`config.mk`:
```
export PLATFORM = sky130hd
export DESIGN_NAME = pwm_core
export DESIGN_NICKNAME = d
export VERILOG_FILES = /design/src/rtl/pwm_core.sv
export SDC_FILE = /design/constraint.sdc
export NUM_CORES = 1
export LEC_CHECK = 0
export BUFFER_PORTS_ARGS = -buffer_cell sky130_fd_sc_hd__buf_2
export CORE_ASPECT_RATIO = 2
export CORE_MARGIN = 1
export CORE_UTILIZATION = 50
export CTS_BUF_LIST = sky130_fd_sc_hd__clkbuf_16
export DETAILED_ROUTE_END_ITERATION = 12
export PLACE_DENSITY = 0.71
export RECOVER_POWER = 100
export SETUP_SLACK_MARGIN = 0.05
export SYNTH_ARGS = -nofsm -noshare
export SYNTH_HDL_FRONTEND = slang
export SYNTH_SLANG_ARGS = --single-unit
```
`constraint.sdc`:
```
create_clock -name cLocK -period 3.2 [get_ports cLocK]
set_clock_uncertainty 0.2 [all_clocks]
set_input_delay 0.16 -clock cLocK [delete_from_list [all_inputs] [get_ports cLocK]]
set_output_delay 0.16 -clock cLocK [all_outputs]
set_load 0.02 [all_outputs]
```
`src/rtl/pwm_core.sv`:
```
// rtl/pwm_core.sv - tick-driven PWM generator with double-buffered duty/period.
// Optional macro PWM_COMPL_EN adds a dead-time separated complementary output on pwm_n.
module pwm_core #(
  parameter int WIDTH      = 8,
  parameter int PERIOD_DEF = 255,
  parameter int DEAD_CYC   = 2
) (
  input  logic             cLocK,
  input  logic             Reset,
  input  logic             NFrec,
  input  logic             run,
  input  logic             wr_en,
  input  logic [WIDTH-1:0] wr_duty,
  input  logic [WIDTH-1:0] wr_period,
  output logic             busy,
  output logic             cyc_done,
  output logic             pwm_out,
  output logic             pwm_n
);

  logic             nfrec_q, nfrec_d;
  logic [WIDTH-1:0] cnt_q, cnt_d;
  logic [WIDTH-1:0] duty_act_q, duty_act_d;
  logic [WIDTH-1:0] period_act_q, period_act_d;
  logic [WIDTH-1:0] pend_duty_q, pend_duty_d;
  logic [WIDTH-1:0] pend_period_q, pend_period_d;
  logic             busy_q, busy_d;
  logic             cyc_done_q, cyc_done_d;
  logic             pwm_out_q, pwm_out_d;
  logic             pwm_n_q, pwm_n_d;
  logic             tick, wrap, pwm_raw;

`ifdef PWM_COMPL_EN
  localparam int DW = (DEAD_CYC > 0) ? $clog2(DEAD_CYC + 1) : 1;
  logic [DW-1:0] dead_q, dead_d;
  logic          raw_q, raw_d;
`endif

  always_comb begin
    nfrec_d       = NFrec;
    cnt_d         = cnt_q;
    duty_act_d    = duty_act_q;
    period_act_d  = period_act_q;
    pend_duty_d   = pend_duty_q;
    pend_period_d = pend_period_q;
    busy_d        = busy_q;
    cyc_done_d    = 1'b0;
    tick          = NFrec & ~nfrec_q;
    wrap          = run & tick & (cnt_q == period_act_q);
    pwm_raw       = run & (cnt_q < duty_act_q);

    if (run) begin
      if (tick) cnt_d = wrap ? '0 : cnt_q + WIDTH'(1);
      cyc_done_d = wrap;
      // A write landing on the wrap edge bypasses the pending stage entirely
      if (wr_en && wrap) begin
        pend_duty_d   = wr_duty;
        pend_period_d = wr_period;
        duty_act_d    = wr_duty;
        period_act_d  = wr_period;
        busy_d        = 1'b0;
      end else if (wr_en) begin
        pend_duty_d   = wr_duty;
        pend_period_d = wr_period;
        busy_d        = 1'b1;
      end else if (wrap && busy_q) begin
        duty_act_d    = pend_duty_q;
        period_act_d  = pend_period_q;
        busy_d        = 1'b0;
      end
    end else begin
      cnt_d = '0;
      if (wr_en) begin
        pend_duty_d   = wr_duty;
        pend_period_d = wr_period;
        busy_d        = 1'b1;
      end else if (busy_q) begin
        duty_act_d    = pend_duty_q;
        period_act_d  = pend_period_q;
        busy_d        = 1'b0;
      end
    end

`ifdef PWM_COMPL_EN
    // Any edge of pwm_raw reloads the gap; outputs stay low until it drains
    raw_d  = pwm_raw;
    dead_d = dead_q;
    if (pwm_raw != raw_q)  dead_d = DW'(DEAD_CYC);
    else if (dead_q != '0) dead_d = dead_q - DW'(1);
    pwm_out_d = (dead_d == '0) & pwm_raw;
    pwm_n_d   = (dead_d == '0) & run & ~pwm_raw;
`else
    pwm_out_d = pwm_raw;
    pwm_n_d   = 1'b0;
`endif
  end

  always_ff @(posedge cLocK) begin
    if (Reset) begin
      nfrec_q       <= 1'b1;
      cnt_q         <= '0;
      duty_act_q    <= '0;
      period_act_q  <= WIDTH'(PERIOD_DEF);
      pend_duty_q   <= '0;
      pend_period_q <= '0;
      busy_q        <= 1'b0;
      cyc_done_q    <= 1'b0;
      pwm_out_q     <= 1'b0;
      pwm_n_q       <= 1'b0;
`ifdef PWM_COMPL_EN
      dead_q        <= '0;
      raw_q         <= 1'b0;
`endif
    end else begin
      nfrec_q       <= nfrec_d;
      cnt_q         <= cnt_d;
      duty_act_q    <= duty_act_d;
      period_act_q  <= period_act_d;
      pend_duty_q   <= pend_duty_d;
      pend_period_q <= pend_period_d;
      busy_q        <= busy_d;
      cyc_done_q    <= cyc_done_d;
      pwm_out_q     <= pwm_out_d;
      pwm_n_q       <= pwm_n_d;
`ifdef PWM_COMPL_EN
      dead_q        <= dead_d;
      raw_q         <= raw_d;
`endif
    end
  end

  assign busy     = busy_q;
  assign cyc_done = cyc_done_q;
  assign pwm_out  = pwm_out_q;
  assign pwm_n    = pwm_n_q;

endmodule
```
## Word-level counts from Yosys, hierarchy flattened

Cells that the tools add are included.
Widths: inputs -> output; s select.

- Add/subtract/negate cells: 1
- Order comparisons: 1
- Eq/ne operators: 5
- Mux-type cells: 24
- Bitwise gates (word level): 6
- Reductions and logical operators: 5

Operator list:

| cell | number |
|---|---|
| $mux 8 | 19 |
| $add 8x1->8 const B | 1 |
| $eq 8x8->1 | 1 |
| $lt 8x8->1 | 1 |
| $mux 1 | 5 |
| $and 1x1->1 | 4 |
| $ne 4x1->1 const B | 1 |
| $reduce_and 4->1 | 1 |
| $ne 3x1->1 const B | 1 |
| $logic_and 1x1->1 | 2 |
| $ne 2x1->1 const B | 1 |
| $ne 2x2->1 const B | 1 |
| $not 1->1 | 2 |
| $reduce_bool 2->1 | 1 |
| $reduce_or 2->1 | 1 |

- Register bits: 44
- Output and inout bits: 4
- Logic and storage cells: 51

## Logic depth before layout (Yosys ltp)

- Depth in word-level cells: 9
- Gate-level depth with buffers: 9
- Mapped depth without buffers: 7

## Least setup slack after synthesis

No wires, ideal clock.

- Path type: flip-flop to flip-flop
- Start point: register cnt_q[2]
- End point: register duty_act_q[3]
- Arrival: 1.946 ns
- Required time: 2.914 ns
- Setup slack: 0.968 ns
- Stages on the path, launching flop included: 9
- Path buffers: 2
- Clock period less this slack: 2.232 ns
- Cells stage by stage: dfxtp_1 -> xnor2_1 -> nand3_1 -> or4_4 -> or2_1 -> buf_6 -> buf_12 -> mux2i_1 -> a211oi_1

- Longest elaborated chain between the ends: 5
- Elaborated cells between the ends (all ways): 9

RTL lines:

| what | line | text |
|---|---|---|
| start: declaration | 22 | `logic [WIDTH-1:0] cnt_q, cnt_d;` |
| start signal: assignment | 116 | `cnt_q <= cnt_d;` |
| $eq 8x8->1 (*) | 49 | `wrap = run & tick & (cnt_q == period_act_q);` |
| $and 1x1->1 (*) | 49 |  |
| $logic_and 1x1->1 (on tied branches) | 56, 66 |  |
| $ne 3x1->1 (no source line) (tied with other cells) | n/a |  |
| $reduce_and 4->1 (no source line) or $mux 8 (tied branches) | n/a |  |
| end signal: assignment | 117 | `duty_act_q <= duty_act_d;` |
| end: declaration | 23 | `logic [WIDTH-1:0] duty_act_q, duty_act_d;` |

Mark *: on every way between the ends. The rest lies on a longest branch, timed or not.
A chain may end at the register's enable or synchronous reset.

## Final worst setup path

- Start point: input NFrec
- End point: register duty_act_q[5]

- Longest elaborated chain between the ends: 6
- Elaborated cells between the ends (all ways): 10

RTL lines:

| what | line | text |
|---|---|---|
| start: declaration | 10 | `input logic NFrec,` |
| $and 1x1->1 (*) | 48 | `tick = NFrec & ~nfrec_q;` |
| $and 1x1->1 (*) (2 in a row) | 49 |  |
| $logic_and 1x1->1 (on tied branches) | 56, 66 |  |
| $ne 3x1->1 (no source line) (tied with other cells) | n/a |  |
| $reduce_and 4->1 (no source line) or $mux 8 (tied branches) | n/a |  |

Marks and branches as above.

==> summary.txt <==
Outcome
  • Status: finished clean

STA
  • Final Setup Violations: 0
  • Worst slew margin: 39.8%
  • Final Hold Fails: 0
  • Fin. max-slew vios: 0
  • RSZ-0062 raised after global routing: false
  • Fmax: 362 MHz
  • Final period util: 86.4%
  • Worst-margin pin slew: 0.903 ns
  • Fin Hold WS: 0.0593 ns
  • Final worst path period need: 2.77 ns
  • Setup TNS: 0 ns

Floorplanning
  • Core area: 0.00388 mm²
  • Die Span Y: 92.4 µm
  • IO Pins: 25
  • Starting Density: 52.6%
  • Die area: 0.00436 mm²
  • Rows: 32
  • Die width: 47.2 µm

Setup path
  • WP data arrival: 2.76 ns
  • Crit Path Class: input port to register
  • CP startpoint kind: input port
  • Worst Path Max Fanout: 16
  • Worst EP required: 3.19 ns
  • Setup crit end kind: register

Cells and area
  • Ant diodes: 0
  • Layout cell share with drive strength beyond 1: 7.23%
  • Nets: 277
  • Area delta synth->final: 19.5%
  • Fill count: 351
  • Non-Filler Instances: 300

Detailed routing
  • Via/cell ratio: 5.08
  • # DRC: 0
  • DR pass1 iterations: 4
  • Routed Antenna Nets: 0
  • 1st-iter DRT viols: 6
  • DRT Wirelength: 3740 µm
  • Vias: 1,524
  • WL/cell: 12.5 µm

Clocking
  • Postcts setup bufs: 0
  • Worst-Skew Late Latency: 0.28 ns
  • CTS tree: done
  • Sink Count: 44
  • Clock buffer depth: 2
  • Clock Pin Slew Worst Setup and Hold Paths: 0.06 ns
  • Clock Root Buffer: clkbuf_16
  • Post-CTS sizing: 0
  • H-tree levels: 2
  • CTS buffer count: 5

Yosys
  • Synth unique cells: 34
  • Sequential area share after synthesis: 43.1%
  • Synthesized instance count: 212
  • Warnings, synthesis: 0
  • Syn_nets: 241
  • Yosys reg bits: 44
  • Synthesized area per cell: 9.63 µm²
  • Mapped Area: 0.00204 mm²

Power and ir drop
  • VDD IR max: 0.452 mV
  • Leakage: 1.07 nW
  • Pwr Density: 489 mW/mm²
  • Total design power: 1.19 mW

Global routing
  • Vias in the first global route: 1,435
  • Pin count of the biggest net entering global routing: 37
  • Global Route Usage Sum: 20.0%
  • GR Overflow Total: 0
  • First-pass GRT wire length: 6230 µm
  • Initial antenna violation count: 0

Place
  • DP HPWL: 2660 µm
  • Placed cell count: 275
  • Port bufs: 23
  • RePlAce Congestion: 0.869

Worst hold path
  • Min-Delay Path Class: input port to register

Job
  • Max Cap Viol: 0
[layout by cell type, fill, tap and decap left out, drive strengths merged]
cell type / count
a21o: 2
o21ai: 2
nor4: 1
dlygate4sd3: 17
and3: 1
xnor2: 7
nand2b: 4
xor2: 8
nor2: 34
o311ai: 1
a21oi: 9
nand3: 4
dfxtp: 44
clkbuf: 22
mux2i: 33
a22oi: 1
clkinv: 1
nor2b: 2
and4: 1
inv: 10
a211oi: 9
nor3: 9
ha: 8
nand4: 3
buf: 9
or2: 2
or4: 2
conb: 1
nand2: 2
[final timing paths]
check | from | slack (ns) | depth (start not counted) | to
setup reg to reg | cnt_q[2]$_SDFFE_PP0N_ | 0.59 | 6 | duty_act_q[5]$_SDFFE_PP0P_
hold reg to reg | register | 0.29 | 2 | register
setup / recovery | NFrec | 0.43 | 8 | duty_act_q[5]$_SDFFE_PP0P_
hold / removal | run | 0.06 | 3 | cyc_done$_SDFF_PP0_
[logic make-up after synthesis]
group                    synth area share (%)
AO/OA/AOI/OAI                            8.21
XOR/XNOR                                 6.43
adder cells (fa/ha/maj)                  4.90
buffers and inverters                    5.70
flip-flops                               43.1
multiplexers                             16.2
other                                   0.184
AND/OR/NAND/NOR                          15.3
[power by group]
part / internal, mW / total [mW] / switching (mW)
Combinational: 0.0628 / 0.125 / 0.0618
Clock: 0.280 / 0.474 / 0.193
Sequential: 0.578 / 0.594 / 0.0169
[through the flow]
step	util (%)	setup WS, ns	instance area [µm²]
final	62.8	0.435	2440
after global routing	62.8	0.206	2440
after CTS	63.4	0.427	2460
after detailed placement	55.5	0.580	2160
after global placement	55.5	0.639	2160
after floorplan	-	0.968	2040
[final cells by class]
cell class                      instances  area (µm²)  share of cell area (%)
Sequential cell                        44         881                    36.1
Tap cell                               51        63.8                    2.62
Timing Repair Buffer                   43         284                    11.6
Clock buffer                            5         125                    5.13
Multi-Input combinational cell        146        1040                    42.8
Inverter                                8        30.0                    1.23
Clock inverter                          3        11.3                   0.462
[critical path, stage by stage]
cell and delay [ns]:
dlygate4sd3_1 0.52, clkbuf_1 0.10, nor2b_2 0.30, nand4_1 0.13, or4_4 0.47, or2_1 0.56
mux2i_1 0.23, a211oi_1 0.27
[Yosys cell counts]
library cell	count	area, µm²
nand2b_1	4	25.0
buf_1	2	7.51
o21ai_0	2	10.0
ha_1	8	100
inv_1	8	30.0
xor2_1	8	70.1
nor2b_1	1	6.26
a22oi_4	1	21.3
conb_1	1	3.75
a21o_1	2	15.0
a21oi_1	9	45.0
nor3_1	9	45.0
clkbuf_1	6	22.5
nor2b_2	1	8.76
buf_6	1	11.3
mux2i_1	33	330
a211oi_1	9	67.6
and4_1	1	8.76
buf_4	2	15.0
o311ai_0	1	8.76
or4_4	1	11.3
or2_2	1	6.26
or4_1	1	7.51
nor4_1	1	6.26
xnor2_1	7	61.3
nor2_1	34	128
dfxtp_1	44	881
nand3_1	4	20.0
buf_2	2	10.0
or2_1	1	6.26
buf_12	1	20.0
and3_1	1	6.26
nand2_1	2	7.51
nand4_1	3	18.8
[metal layers]
layer  track usage, %  vias to the layer above  wire, µm
met5                0                        -         0
met4             9.76                        0        97
met3             4.29                        7        85
met2             32.8                       18      1980
met1             23.3                      703      1580
li1                 -                      796         -
[what timing repair did]
| item | in CTS | in global routing |
|---|---|---|
| hold buffers | 17 | 0 |
| hold endpoints to repair | 24 | 0 |
| setup endpoints to repair | 0 | 0 |
Power figures use the tool's default switching activity.
